<file path="src/rtl/hazard_ctrl_if.sv">
// Hazard control bundle: decode/execute fields in, pipeline buffer controls
// and perf/debug status out. The pipeline side is the master, hazard_ctrl
// is the slave.
interface hazard_ctrl_if #(
  parameter int REGBITS = 4,
  parameter int CNTBITS = 16
);
  // Decode/execute fields presented by the decode/execute register
  logic [REGBITS-1:0] src1Index_D;
  logic [REGBITS-1:0] src2Index_D;
  logic               useSrc1_D;
  logic               useSrc2_D;
  logic [REGBITS-1:0] destIndex_E;
  logic               regWrtEn_E;
  logic [1:0]         regFileMux_E;
  logic               noop_E;
  logic [1:0]         pc_sel_E;
  logic               memBusy;

  // Buffer controls
  logic               pcWrtEn;
  logic               fdWrtEn;
  logic               fdFlush;
  logic               deWrtEn;
  logic               deBubble;
  logic               emWrtEn;

  // Perf counters and status
  logic [CNTBITS-1:0] stallCount;
  logic [CNTBITS-1:0] flushCount;
  logic               busy;
  logic [1:0]         state_dbg;

  // Handshake note: there is no valid/ready pairing here. Every input is
  // sampled on each rising clk edge and every control output is valid
  // combinationally within the same cycle; memBusy acts as a global
  // "not ready" that freezes all buffers and all internal state.
  modport master (
    output src1Index_D, src2Index_D, useSrc1_D, useSrc2_D, destIndex_E,
           regWrtEn_E, regFileMux_E, noop_E, pc_sel_E, memBusy,
    input  pcWrtEn, fdWrtEn, fdFlush, deWrtEn, deBubble, emWrtEn,
           stallCount, flushCount, busy, state_dbg
  );

  modport slave (
    input  src1Index_D, src2Index_D, useSrc1_D, useSrc2_D, destIndex_E,
           regWrtEn_E, regFileMux_E, noop_E, pc_sel_E, memBusy,
    output pcWrtEn, fdWrtEn, fdFlush, deWrtEn, deBubble, emWrtEn,
           stallCount, flushCount, busy, state_dbg
  );
endinterface

</file>
<file path="src/rtl/hazard_ctrl.sv">
// Pipeline hazard controller: load-use stalls, execute-stage redirect
// flushes, global memory-busy freeze, and saturating perf counters.
module hazard_ctrl #(
  parameter int         REGBITS   = 4,
  parameter logic [1:0] LOAD_SEL  = 2'b01,
  parameter int         LOAD_LAT  = 1,
  parameter int         FLUSH_LAT = 1,
  parameter int         CNTBITS   = 16
) (
  input  logic          clk,
  input  logic          reset,
  hazard_ctrl_if.slave  hz
);

  typedef enum logic [1:0] {
    RUN      = 2'd0,
    LU_STALL = 2'd1,
    FLUSH    = 2'd2
  } state_t;

  // The down-counter holds the number of extra cycles still to run after
  // the current one, so it only needs to reach MAXLAT-2.
  localparam int MAXLAT     = (LOAD_LAT > FLUSH_LAT) ? LOAD_LAT : FLUSH_LAT;
  localparam int CW         = (MAXLAT > 2) ? $clog2(MAXLAT - 1) : 1;
  localparam int LOAD_INIT  = (LOAD_LAT > 1) ? LOAD_LAT - 2 : 0;
  localparam int FLUSH_INIT = (FLUSH_LAT > 1) ? FLUSH_LAT - 2 : 0;

  state_t             state_q, state_d;
  logic [CW-1:0]      cnt_q, cnt_d;
  logic [CNTBITS-1:0] stall_q, flush_q;
  logic               stall_inc, flush_inc;
  logic               redirect, load_use;
  logic               pc_en, fd_en, fd_flush, de_en, de_bubble, em_en;

  // Hazard detection from the execute-stage fields
  always_comb begin
    redirect = (hz.pc_sel_E != 2'b00) & ~hz.noop_E;
    load_use = ~hz.noop_E & hz.regWrtEn_E & (hz.regFileMux_E == LOAD_SEL) &
               (hz.destIndex_E != '0) &
               ((hz.useSrc1_D & (hz.src1Index_D == hz.destIndex_E)) |
                (hz.useSrc2_D & (hz.src2Index_D == hz.destIndex_E)));
  end

  // Next state and buffer controls; redirect wins in every state
  always_comb begin
    state_d   = state_q;
    cnt_d     = cnt_q;
    pc_en     = 1'b1;
    fd_en     = 1'b1;
    fd_flush  = 1'b0;
    de_en     = 1'b1;
    de_bubble = 1'b0;
    em_en     = 1'b1;
    stall_inc = 1'b0;
    flush_inc = 1'b0;
    if (reset) begin
      // Outputs stay in the pass-through pattern; the register block resets.
    end else if (hz.memBusy) begin
      pc_en = 1'b0;
      fd_en = 1'b0;
      de_en = 1'b0;
      em_en = 1'b0;
    end else if (redirect) begin
      fd_flush  = 1'b1;
      de_bubble = 1'b1;
      flush_inc = 1'b1;
      if (FLUSH_LAT > 1) begin
        state_d = FLUSH;
        cnt_d   = CW'(FLUSH_INIT);
      end else begin
        state_d = RUN;
      end
    end else begin
      case (state_q)
        RUN: begin
          if (load_use) begin
            pc_en     = 1'b0;
            fd_en     = 1'b0;
            de_bubble = 1'b1;
            stall_inc = 1'b1;
            if (LOAD_LAT > 1) begin
              state_d = LU_STALL;
              cnt_d   = CW'(LOAD_INIT);
            end
          end
        end
        LU_STALL: begin
          pc_en     = 1'b0;
          fd_en     = 1'b0;
          de_bubble = 1'b1;
          stall_inc = 1'b1;
          if (cnt_q == '0) state_d = RUN;
          else             cnt_d   = cnt_q - CW'(1);
        end
        FLUSH: begin
          fd_flush  = 1'b1;
          de_bubble = 1'b1;
          if (cnt_q == '0) state_d = RUN;
          else             cnt_d   = cnt_q - CW'(1);
        end
        default: state_d = RUN;
      endcase
    end
  end

  // State, latency counter and saturating perf counters
  always_ff @(posedge clk) begin
    if (reset) begin
      state_q <= RUN;
      cnt_q   <= '0;
      stall_q <= '0;
      flush_q <= '0;
    end else begin
      state_q <= state_d;
      cnt_q   <= cnt_d;
      if (stall_inc && (stall_q != '1)) stall_q <= stall_q + CNTBITS'(1);
      if (flush_inc && (flush_q != '1)) flush_q <= flush_q + CNTBITS'(1);
    end
  end

  assign hz.pcWrtEn    = pc_en;
  assign hz.fdWrtEn    = fd_en;
  assign hz.fdFlush    = fd_flush;
  assign hz.deWrtEn    = de_en;
  assign hz.deBubble   = de_bubble;
  assign hz.emWrtEn    = em_en;
  assign hz.stallCount = stall_q;
  assign hz.flushCount = flush_q;
  assign hz.busy       = (state_q != RUN);
  assign hz.state_dbg  = state_q;

endmodule

</file>
<file path="src/flat_wrapper.sv">
// flat-port wrapper written by rule: the top's interface ports become plain ports
module hazard_ctrl_flat 
#(
  parameter int         REGBITS   = 4,
  parameter logic [1:0] LOAD_SEL  = 2'b01,
  parameter int         LOAD_LAT  = 1,
  parameter int         FLUSH_LAT = 1,
  parameter int         CNTBITS   = 16
)
  (clk, reset, hz_src1Index_D, hz_src2Index_D, hz_useSrc1_D, hz_useSrc2_D, hz_destIndex_E, hz_regWrtEn_E, hz_regFileMux_E, hz_noop_E, hz_pc_sel_E, hz_memBusy, hz_pcWrtEn, hz_fdWrtEn, hz_fdFlush, hz_deWrtEn, hz_deBubble, hz_emWrtEn, hz_stallCount, hz_flushCount, hz_busy, hz_state_dbg);
  hazard_ctrl_if #(.REGBITS(REGBITS), .CNTBITS(CNTBITS)) hz_i ();
  input  logic clk;
  input  logic reset;
  input wire logic [$bits(hz_i.src1Index_D)-1:0] hz_src1Index_D;
  input wire logic [$bits(hz_i.src2Index_D)-1:0] hz_src2Index_D;
  input wire logic [$bits(hz_i.useSrc1_D)-1:0] hz_useSrc1_D;
  input wire logic [$bits(hz_i.useSrc2_D)-1:0] hz_useSrc2_D;
  input wire logic [$bits(hz_i.destIndex_E)-1:0] hz_destIndex_E;
  input wire logic [$bits(hz_i.regWrtEn_E)-1:0] hz_regWrtEn_E;
  input wire logic [$bits(hz_i.regFileMux_E)-1:0] hz_regFileMux_E;
  input wire logic [$bits(hz_i.noop_E)-1:0] hz_noop_E;
  input wire logic [$bits(hz_i.pc_sel_E)-1:0] hz_pc_sel_E;
  input wire logic [$bits(hz_i.memBusy)-1:0] hz_memBusy;
  output wire logic [$bits(hz_i.pcWrtEn)-1:0] hz_pcWrtEn;
  output wire logic [$bits(hz_i.fdWrtEn)-1:0] hz_fdWrtEn;
  output wire logic [$bits(hz_i.fdFlush)-1:0] hz_fdFlush;
  output wire logic [$bits(hz_i.deWrtEn)-1:0] hz_deWrtEn;
  output wire logic [$bits(hz_i.deBubble)-1:0] hz_deBubble;
  output wire logic [$bits(hz_i.emWrtEn)-1:0] hz_emWrtEn;
  output wire logic [$bits(hz_i.stallCount)-1:0] hz_stallCount;
  output wire logic [$bits(hz_i.flushCount)-1:0] hz_flushCount;
  output wire logic [$bits(hz_i.busy)-1:0] hz_busy;
  output wire logic [$bits(hz_i.state_dbg)-1:0] hz_state_dbg;
  assign hz_i.src1Index_D = hz_src1Index_D;
  assign hz_i.src2Index_D = hz_src2Index_D;
  assign hz_i.useSrc1_D = hz_useSrc1_D;
  assign hz_i.useSrc2_D = hz_useSrc2_D;
  assign hz_i.destIndex_E = hz_destIndex_E;
  assign hz_i.regWrtEn_E = hz_regWrtEn_E;
  assign hz_i.regFileMux_E = hz_regFileMux_E;
  assign hz_i.noop_E = hz_noop_E;
  assign hz_i.pc_sel_E = hz_pc_sel_E;
  assign hz_i.memBusy = hz_memBusy;
  assign hz_pcWrtEn = hz_i.pcWrtEn;
  assign hz_fdWrtEn = hz_i.fdWrtEn;
  assign hz_fdFlush = hz_i.fdFlush;
  assign hz_deWrtEn = hz_i.deWrtEn;
  assign hz_deBubble = hz_i.deBubble;
  assign hz_emWrtEn = hz_i.emWrtEn;
  assign hz_stallCount = hz_i.stallCount;
  assign hz_flushCount = hz_i.flushCount;
  assign hz_busy = hz_i.busy;
  assign hz_state_dbg = hz_i.state_dbg;
  hazard_ctrl #(.REGBITS(REGBITS), .LOAD_SEL(LOAD_SEL), .LOAD_LAT(LOAD_LAT), .FLUSH_LAT(FLUSH_LAT), .CNTBITS(CNTBITS)) u_core (.clk(clk), .reset(reset), .hz(hz_i));
endmodule
</file>
<file path="config.mk">
export PLATFORM = sky130hd
export DESIGN_NAME = hazard_ctrl_flat
export DESIGN_NICKNAME = d
export VERILOG_FILES = /design/src/rtl/hazard_ctrl_if.sv /design/src/rtl/hazard_ctrl.sv /design/src/flat_wrapper.sv
export SDC_FILE = /design/constraint.sdc
export NUM_CORES = 1
export LEC_CHECK = 0
export ABC_CLOCK_PERIOD_IN_PS = 2550
export CORE_MARGIN = 8
export CORE_UTILIZATION = 35
export CTS_BUF_LIST = sky130_fd_sc_hd__clkbuf_16
export CTS_CLUSTER_DIAMETER = 120
export DETAILED_ROUTE_END_ITERATION = 12
export GPL_TIMING_DRIVEN = 0
export PLACE_DENSITY = 0.67
export SKIP_CTS_REPAIR_TIMING = 1
export SYNTH_ARGS = -nofsm -noshare
export SYNTH_HDL_FRONTEND = slang
export SYNTH_SLANG_ARGS = --single-unit
</file>
<file path="constraint.sdc">
create_clock -name clk -period 2.55 [get_ports clk]
set_input_delay 0.51 -clock clk [delete_from_list [all_inputs] [get_ports clk]]
set_output_delay 0.51 -clock clk [all_outputs]
set_load 0.01 [all_outputs]
</file>
==> Word-level counts from Yosys, hierarchy flattened <==
Index checks and enable logic that the tools add are counted.
{ "classes": {"n_addsub": 3, "eq_ne": 9, "mux": 27, "bitwise_logic": 11, "n_reduce_logical": 9} }
{ "op_table": {"columns": ["op", "n"], "rows": [
  ["adder 16 x 1 -> 16 bit (second input constant)", 2],
  ["inequality test 16 bit (second input constant)", 2],
  ["two-way mux 1 bit", 21],
  ["equality test 4 bit", 2],
  ["AND 1 bit", 7],
  ["case mux 1 bit (2 select lines)", 3],
  ["AND reduction 3 bit", 2],
  ["equality test 2 x 1 -> 1 bit (second input constant)", 2],
  ["two-way mux 2 bit", 2],
  ["case mux 2 bit (2 select lines)", 1],
  ["nonzero test 2 bit", 2],
  ["nonzero test 4 bit", 1],
  ["inequality test 3 bit (second input constant)", 1],
  ["NOT 1 bit", 3],
  ["equality test 2 bit (second input constant)", 1],
  ["logical AND 1 bit", 2],
  ["zero test 2 bit", 1],
  ["inequality test 2 x 1 -> 1 bit (second input constant)", 1],
  ["OR reduction 2 bit", 1],
  ["OR 1 bit", 1],
  ["subtractor 1 bit (second input constant)", 1]
]} }
{ "word_totals": {"register_bits": 35, "input_bits": 23, "output_inout_bits": 41, "word_cells": 63} }

==> Depth between registers and ports, before layout <==
Gate-level depths: netlist of run 1.
{ "logic_depth": {"word_depth": 11, "ltp_mapped": 8, "mapped_depth_nobuf": 6} }

==> Worst setup path before layout of run 1 <==
OpenSTA, ideal clock, no wires.
{ "synth_timing": {"path_kind": "input to output", "from": "input port hz_destIndex_E[1]", "to": "output port hz_pcWrtEn", "arrival_ns": 1.816, "slack_ns": 0.224, "cell_stages": 6, "path_buffers": 1, "cell_sequence": "o41ai_2 -> nor3_2 -> nor2_1 -> nor2b_1 -> o21ai_0 -> buf_4"} }
{ "synth_via": {"elab_chain_cells": 9, "word_cells_on_any_way": 13} }
{ "synth_lines": {"columns": ["element", "line", "source"], "rows": [
  ["start, declared", "flat_wrapper.sv:18", "input wire logic [$bits(hz_i.destIndex_E)-1:0] hz_destIndex_E;"],
  ["equality test 4 bit (on tied branches)", "hazard_ctrl.sv:40, hazard_ctrl.sv:41", null],
  ["AND 1 bit (on tied branches)", "hazard_ctrl.sv:40, hazard_ctrl.sv:41", null],
  ["OR 1 bit", "hazard_ctrl.sv:40", "((hz.useSrc1_D & (hz.src1Index_D == hz.destIndex_E)) |"],
  ["AND 1 bit (*)", "hazard_ctrl.sv:39", "(hz.destIndex_E != '0) &"],
  ["two-way mux 1 bit (*)", null, null],
  ["case mux 1 bit (2 select lines) (*)", null, null],
  ["two-way mux 1 bit (*) (3 in a row)", null, null],
  ["end, declared", "flat_wrapper.sv:24", "output wire logic [$bits(hz_i.pcWrtEn)-1:0] hz_pcWrtEn;"]
]} }
Every way passes the cells marked *; elsewhere a longest branch is shown, timed or not.

==> Worst setup path in the final report of run 1 <==
{ "layout_timing": {"from": "input port hz_src1Index_D[0]", "to": "output port hz_pcWrtEn"} }
{ "layout_via": {"elab_chain_cells": 9} }
{ "layout_lines": {"columns": ["element", "line", "source"], "rows": [
  ["start, declared", "flat_wrapper.sv:14", "input wire logic [$bits(hz_i.src1Index_D)-1:0] hz_src1Index_D;"],
  ["equality test 4 bit", "hazard_ctrl.sv:40", null],
  ["AND 1 bit", "hazard_ctrl.sv:40", null],
  ["OR 1 bit", "hazard_ctrl.sv:40", null],
  ["AND 1 bit", "hazard_ctrl.sv:39", null],
  ["two-way mux 1 bit", "hazard_ctrl.sv:76", "if (load_use) begin"],
  ["case mux 1 bit (2 select lines)", "hazard_ctrl.sv:74", "case (state_q)"],
  ["two-way mux 1 bit", "hazard_ctrl.sv:63", "end else if (redirect) begin"],
  ["two-way mux 1 bit", "hazard_ctrl.sv:58", "end else if (hz.memBusy) begin"],
  ["two-way mux 1 bit", "hazard_ctrl.sv:56", "if (reset) begin"]
]} }
No other way between the ends.

==> run summary, run 1 <==
CTS tree: yes
Die Area: 7820 µm²
Util after Layout: 53.7%
first-pass GRT wire length: 8160 µm
Max Freq: 393 MHz
Setup Viol. Count Final: 0
Least-Margin Pin Slew: 0.546 ns
CTS Buf Count: 5
top cell type's share of synthesized area: 34.9%
DRC violations left: 0
Reg power frac: 43.3%
ys async rst share: 0%
antenna viol nets, final: 0
synthesized area: 1840 µm²
period utilization: 99.7%
Final min period: 2.54 ns
DR WL/cell: 14.2 µm
filler cell count: 496
grt ovf: 0
Internal Power: 0.000910 W
sw frac: 21.7%
share of layout cells above drive strength 1: 11.9%
First-pass DRT Iterations: 4
DR vias: 1,880
Max-cap violations: 0
Final nets: 318
ant diodes: 0
HP Class: in -> reg
Final Power: 0.00116 W
Ys Warns: 0
peak supply drop: 0.273 mV
Synth area leader: dfxtp_1
Mapped Cells: 221
largest net degree at the start of global routing: 11
antenna violations before repair: 0
Max Slew Vio Count: 0
Global Route Usage Sum: 13.3%
die span in y: 88.4 µm
clock-pin slew on the worst setup and hold paths: 0.05 ns
Clock Power Share: 47.8%
Setup crit end kind: output port
mean area per synthesized cell: 8.31 µm²
Worst-Skew Late Latency: 0.27 ns
Non-Filler Instances: 364
synth unique cells: 41
CTS root buffer: clkbuf_16
DR iter-0 viols: 106
most common flop cell mapped by yosys: dfxtp_1
Vias/cell: 5.16
sw power: 0.000252 W
number of flops mapped to enable cells by yosys: 0
crit start category: input pin
Worst EP arrival: 2.03 ns
Static Leak: 0.990 nW
power per cell area: 426 nW/µm²
die width: 88.4 µm
DP HPWL: 3920 µm
flops & latches, synth: 32
Critical Path Fanout Max: 3
final WL: 5190 µm
most numerous cell in the Yosys netlist: dfxtp_1
vias in the first global route: 1,760
RSZ-0062 raised after global routing: true
Post-Place Cells: 352
ranking of synthesized cells by area: dfxtp_1, xnor2_1, nor2_1, a21oi_1, o31ai_1
I/O Pins: 64
Slew headroom: 63.2%
Fin. Hold Viols: 0
outcome: finished, final reports clean
leading cell types by count after synthesis: dfxtp_1, nor2_1, a21oi_1, nand2_1
part of the Yosys area used for sequential elements: 34.9%
GP Congestion: 0.813
Crit path required time: 2.04 ns
placement row count: 26
Setup Skew: 0.00420 ns
Core Area: 5070 µm²
H-tree depth: 2
Syn-to-layout area delta: 48.6%
maximum clock insertion buffer count: 2
Comb power frac: 8.9%
CTS Sinks: 32
Initial Util: 36.2%
IO Port Bufs: 59
CP Class: in -> out
[metal layers]
layer  vias up  track usage, %  routed length, µm
li1        947               -                  -
met1       861            15.3               2320
met2        67            22.3               2430
met3         5            4.27                364
met4         0            5.22                 73
met5         -               0                  0
[power by group through the flow]
| stage | Clock, W | Combinational (W) | Sequential (W) |
|---|---|---|---|
| after global routing | 0.000590 | 0.000112 | 0.000502 |
| after CTS | 0.000566 | 0.000103 | 0.000503 |
| after global placement | 0 | 0.000101 | 0.000513 |
| after floorplan | 0 | 0.0000461 | 0.000513 |
| after detailed placement | 0 | 0.000103 | 0.000513 |
| final | 0.000556 | 0.000104 | 0.000503 |
[worst max-delay path: stages]
cell	delay, ns
clkdlybuf4s50_1	0.47
xnor2_1	0.11
nand3_1	0.14
nor3_4	0.23
nor2_2	0.09
nor2b_1	0.14
o21ai_2	0.09
buf_4	0.13
clkbuf_2	0.12
[flip-flops by register name, summed over array words and instances (netlist names)]
name	count
u_core.hz.flushCount	16
u_core.hz.stallCount	16
[layout by cell type, fill, tap and decap left out, types with 6 or more instances in the layout]
cell             count
a21oi_1             17
nor2_1              22
xnor2_1             14
or3_1                8
or4_1               10
nand2_1             16
buf_4               10
dlymetal6s2s_1       9
nand3_1             14
nand4_1              6
o31ai_1             11
clkdlybuf4s50_1     47
inv_1                9
dfxtp_1             32
[area by class of cell]
type	instances	area, µm²	area share [%]
clock inverters	3	11.3	0.413
repair buffers	63	628	23.0
plain buffers	12	83.8	3.07
inverters	7	26.3	0.963
well taps	70	87.6	3.21
flip-flops and latches	32	641	23.5
clock buffers	5	125	4.59
multi-input cells	172	1120	41.2
[cells by family (layout without fill, tap and decap cells)]
group,count (synthesis),after routing,synth area share [%]
xor gates and xnor gates,19,19,9.07
muxes,2,2,1.09
AOI/OAI and AO/OA,48,48,16.9
buffers and inverters,19,90,6.00
and+or+nand+nor,98,98,30.5
other,1,3,0.204
adders and majority gates,2,2,1.36
DFF,32,32,34.9
[stage by stage]
step	setup slack, ns	hold slack, ns	setup TNS [ns]	cell area [µm²]
6_report	0.00830	0.440	0	2730
5_1_grt	-0.102	0.456	-0.161	2730
4_1_cts	-0.938	0.439	-2.43	2660
3_5_place_dp	-0.936	0.493	-3.53	2520
3_3_place_gp	-0.861	0.481	-2.59	2520
2_1_floorplan	0.224	0.504	0	1840
[path summary, 6_finish.rpt]
kind                            from                       end  slack (ns)  cells past startpoint
min                            reset  u_core.hz.stallCount[14]        0.44                      2
max                hz_src1Index_D[0]                hz_pcWrtEn       0.008                      9
min reg2reg  u_core.hz.stallCount[4]   u_core.hz.stallCount[4]        0.50                      2
max reg2reg  u_core.hz.stallCount[2]   u_core.hz.stallCount[1]        0.34                      7
Note: power is estimated with default switching activity, not from simulation.
==> run 2: changes to the inputs <==
--- a/config.mk
+++ b/config.mk
@@ -11,9 +11,12 @@
 export CTS_BUF_LIST = sky130_fd_sc_hd__clkbuf_16
 export CTS_CLUSTER_DIAMETER = 120
 export DETAILED_ROUTE_END_ITERATION = 12
+export GPL_ROUTABILITY_DRIVEN = 0
 export GPL_TIMING_DRIVEN = 0
+export MAX_ROUTING_LAYER = met4
 export PLACE_DENSITY = 0.67
 export SKIP_CTS_REPAIR_TIMING = 1
+export SLEW_MARGIN = 25
 export SYNTH_ARGS = -nofsm -noshare
 export SYNTH_HDL_FRONTEND = slang
 export SYNTH_SLANG_ARGS = --single-unit
==> run summary, run 2 (synthesized netlist as in run 1, its figures left out) <==
outcome: finished, final reports clean
antenna violations before repair: 0
Final nets: 318
Least-Margin Pin Slew: 0.538 ns
Hold EP: u_core.hz.stallCount[14]
Setup crit end kind: output port
Static Leak: 0.990 nW
Final min period: 2.54 ns
slowest cell on the critical path: clkdlybuf4s50_1
CTS Sinks: 32
largest net degree at the start of global routing: 11
CTS tree: yes
Non-Filler Instances: 364
vias in the first global route: 1,758
Die Area: 7820 µm²
IO Port Bufs: 59
most frequent cells in the layout: clkdlybuf4s50_1, dfxtp_1, nor2_1
DR vias: 1,874
DP HPWL: 3920 µm
HP Class: in -> reg
placement row count: 26
power per cell area: 426 nW/µm²
I/O Pins: 64
Setup Skew: 0.00433 ns
crit start category: input pin
CP Class: in -> out
R2R depth: 7
H-tree depth: 2
DR iter-0 viols: 104
first-pass GRT wire length: 8180 µm
maximum clock insertion buffer count: 2
DRC violations left: 0
Fin. Hold Viols: 0
Post-Place Cells: 352
CTS root buffer: clkbuf_16
FF-to-FF Start: u_core.hz.stallCount[2]
r2r setup slk: 0.32 ns
critical path cell sequence: clkdlybuf4s50_1 -> xnor2_1 -> nand3_1 -> nor3_4 -> nor2_2 -> nor2b_1 -> o21ai_2 -> buf_4 -> clkbuf_2
hold path start: reset
Max Freq: 394 MHz
Core Area: 5070 µm²
Worst EP arrival: 2.03 ns
Util after Layout: 53.7%
die span in y: 88.4 µm
Crit path required time: 2.04 ns
die width: 88.4 µm
Max Slew Vio Count: 0
clock-pin slew on the worst setup and hold paths: 0.05 ns
Reg-to-Reg End: u_core.hz.stallCount[1]
period utilization: 99.6%
First-pass DRT Iterations: 4
peak supply drop: 0.273 mV
grt ovf: 0
Vias/cell: 5.15
CTS Buf Count: 5
ant diodes: 0
Hold Path Depth: 2
Global Route Usage Sum: 13.7%
commonest non-fill, non-tap cell in the layout: clkdlybuf4s50_1
filler cell count: 496
DR WL/cell: 14.3 µm
Slew headroom: 63.7%
share of layout cells above drive strength 1: 11.9%
Critical Path Fanout Max: 3
Worst-Skew Late Latency: 0.27 ns
RSZ-0062 raised after global routing: true
Max-cap violations: 0
Syn-to-layout area delta: 48.6%
max incr delay on CP: 0.47 ns
final WL: 5190 µm
Setup Viol. Count Final: 0
antenna viol nets, final: 0
Initial Util: 36.2%
[run 2: cell counts in the layout (fill, tap and decap cells not counted)]
Identical to the previous run, type by type.
[run 2: layout make-up]
cell class / instances / area [µm²] / area share (%)
Multi-Input combinational cell: 172 / 1120 / 41.2
Tap cell: 70 / 87.6 / 3.21
Sequential cell: 32 / 641 / 23.5
Inverter: 7 / 26.3 / 0.963
Clock buffer: 5 / 125 / 4.59
Clock inverter: 3 / 11.3 / 0.413
Timing Repair Buffer: 63 / 628 / 23.0
Buffer: 12 / 83.8 / 3.07
[run 2: how the worst max path moves through the flow]
stage / to / from / cells past startpoint / slack (ns)
after global routing: hz_pcWrtEn / hz_src1Index_D[0] / 9 / -0.10
after global placement: hz_pcWrtEn / hz_destIndex_E[1] / 8 / -0.86
after floorplan: hz_pcWrtEn / hz_destIndex_E[1] / 6 / 0.22
after detailed placement: hz_pcWrtEn / hz_destIndex_E[1] / 8 / -0.94
after CTS: hz_pcWrtEn / hz_destIndex_E[1] / 8 / -0.94
final: hz_pcWrtEn / hz_src1Index_D[0] / 9 / 0.009
[run 2: critical path: cells and delay by family]
kind / cells / cell delay, ns
compound gates: 1 / 0.09
xor+xnor: 1 / 0.11
buf+inv: 3 / 0.72
simple gates: 4 / 0.60
[run 2: routing by layer]
| metal | global-route usage, % | wire length, µm | share of wire [%] | vias up |
|---|---|---|---|---|
| li1 | - | - | - | 948 |
| met5 | - | 0 | 0 | - |
| met2 | 22.3 | 2430 | 47 | 61 |
| met3 | 3.44 | 278 | 5.4 | 5 |
| met1 | 15.9 | 2410 | 46 | 860 |
| met4 | 5.22 | 73 | 1.4 | 0 |
[run 2: per-stage QoR]
step	worst slack, ns	instance area, µm²	hold WS, ns	setup TNS (ns)	power, W
after floorplan	0.224	1840	0.504	0	0.000560
after global placement	-0.861	2520	0.481	-2.59	0.000614
after detailed placement	-0.936	2520	0.493	-3.53	0.000616
after CTS	-0.938	2660	0.439	-2.43	0.00117
after global routing	-0.102	2730	0.456	-0.160	0.00121
final	0.00895	2730	0.440	0	0.00116
[run 2: power by group]
group	internal (W)	total (W)	leakage, nW	switching (W)
Sequential	0.000502	0.000503	0.258	0.00000121
Combinational	0.0000583	0.000104	0.659	0.0000453
Clock	0.000350	0.000556	0.0738	0.000206
==> run 3: changes to the inputs <==
--- a/config.mk
+++ b/config.mk
@@ -6,15 +6,15 @@
 export NUM_CORES = 1
 export LEC_CHECK = 0
 export ABC_CLOCK_PERIOD_IN_PS = 2550
-export CORE_MARGIN = 8
-export CORE_UTILIZATION = 35
+export CORE_MARGIN = 4
+export CORE_UTILIZATION = 45
 export CTS_BUF_LIST = sky130_fd_sc_hd__clkbuf_16
 export CTS_CLUSTER_DIAMETER = 120
 export DETAILED_ROUTE_END_ITERATION = 12
 export GPL_ROUTABILITY_DRIVEN = 0
 export GPL_TIMING_DRIVEN = 0
 export MAX_ROUTING_LAYER = met4
-export PLACE_DENSITY = 0.67
+export PLACE_DENSITY = 0.82
 export SKIP_CTS_REPAIR_TIMING = 1
 export SLEW_MARGIN = 25
 export SYNTH_ARGS = -nofsm -noshare
==> run summary, run 3 (synthesized netlist as in run 1, its figures left out) <==
largest net degree at the start of global routing: 11
Initial Util: 48.3%
DR iter-0 viols: 126
DR WL/cell: 13.5 µm
grt ovf: 0
share of layout cells above drive strength 1: 10.3%
Worst-Skew Late Latency: 0.27 ns
Crit path required time: 2.04 ns
Setup Skew: 0.00303 ns
CTS root buffer: clkbuf_16
minimum hold slack: 0.449 ns
CP Class: in -> out
CTS Sinks: 32
CP Launch Point: hz_src1Index_D[0]
I/O Pins: 64
ant diodes: 0
antenna violations before repair: 0
commonest non-fill, non-tap cell in the layout: clkdlybuf4s50_1
peak supply drop: 0.313 mV
die span in y: 71.9 µm
Final min period: 2.54 ns
power per cell area: 430 nW/µm²
Static Leak: 0.994 nW
RSZ-0062 raised after global routing: true
Final nets: 315
First-pass DRT Iterations: 5
placement row count: 22
Vias/cell: 5.52
FF-to-FF Start: u_core.hz.stallCount[2]
most frequent cells in the layout: clkdlybuf4s50_1, dfxtp_1, nor2_1
die width: 71.9 µm
Global Route Usage Sum: 18.7%
Setup crit end kind: output port
Max Freq: 394 MHz
Syn-to-layout area delta: 46.3%
Critical Path Fanout Max: 4
clock-pin slew on the worst setup and hold paths: 0.05 ns
pre-CTS setup slack: -0.790 ns
DR vias: 1,872
HP Class: in -> reg
Max Slew Vio Count: 0
CTS tree: yes
Die Area: 5160 µm²
maximum clock insertion buffer count: 2
DRC violations left: 0
hold path start: reset
first-pass GRT wire length: 7660 µm
filler cell count: 314
Least-Margin Pin Slew: 0.506 ns
H-tree depth: 2
Max-cap violations: 0
Final Power: 0.00115 W
Core Area: 3800 µm²
Setup Viol. Count Final: 0
vias in the first global route: 1,746
final WL: 4590 µm
outcome: finished, final reports clean
Fin. Hold Viols: 0
Worst EP arrival: 2.03 ns
final worst slack: 0.0118 ns
antenna viol nets, final: 0
crit start category: input pin
max incr delay on CP: 0.47 ns
CTS Buf Count: 5
IO Port Bufs: 59
DP HPWL: 3440 µm
slowest cell on the critical path: clkdlybuf4s50_1
Slew headroom: 66.2%
critical path cell sequence: clkdlybuf4s50_1 -> xnor2_1 -> nand3_1 -> nor3_4 -> nor2_2 -> nor2b_2 -> o21ai_2 -> buf_4 -> clkbuf_2
period utilization: 99.5%
[run 3: cell type report]
| type | instances | area [µm²] | area share (%) |
|---|---|---|---|
| Multi-Input combinational cell | 172 | 1120 | 41.9 |
| Timing Repair Buffer | 60 | 613 | 22.8 |
| Tap cell | 48 | 60.1 | 2.24 |
| Clock inverter | 3 | 11.3 | 0.419 |
| Clock buffer | 5 | 125 | 4.66 |
| Buffer | 12 | 83.8 | 3.12 |
| Inverter | 7 | 26.3 | 0.979 |
| Sequential cell | 32 | 641 | 23.9 |
[run 3: worst paths after layout]
check / end / slack (ns) / cells past startpoint
worst min register to register: u_core.hz.stallCount[4] / 0.49 / 2
worst min-delay path: u_core.hz.stallCount[14] / 0.45 / 2
worst max-delay path: hz_pcWrtEn / 0.01 / 9
worst max register to register: u_core.hz.stallCount[1] / 0.42 / 7
[run 3: per-stage QoR]
stage	util [%]	std cells	setup TNS (ns)	area, µm²
2_1_floorplan	-	223	0	1840
3_5_place_dp	65.6	330	-2.56	2490
4_1_cts	69.2	338	-2.00	2630
6_report	70.7	339	0	2690
3_3_place_gp	65.6	330	-2.20	2490
5_1_grt	70.7	339	-0.0795	2690
[run 3: where the power goes]
part           total [W]  switching (W)  internal (W)
sequential      0.000503     0.00000129      0.000502
combinational   0.000103      0.0000445     0.0000580
clock           0.000548       0.000198      0.000350
[run 3: worst max-delay path, delay by kind of cell]
| kind | cells | cell delay [ns] |
|---|---|---|
| compound gates | 1 | 0.08 |
| xor+xnor | 1 | 0.12 |
| buf+inv | 3 | 0.71 |
| simple gates | 4 | 0.61 |
[run 3: metal layers]
metal	part of all wire [%]	global-route usage, %	routed length, µm
met3	6.6	4.21	305
met2	46	28.4	2090
met1	47	24.5	2170
met5	0	-	0
met4	0.59	6.05	27
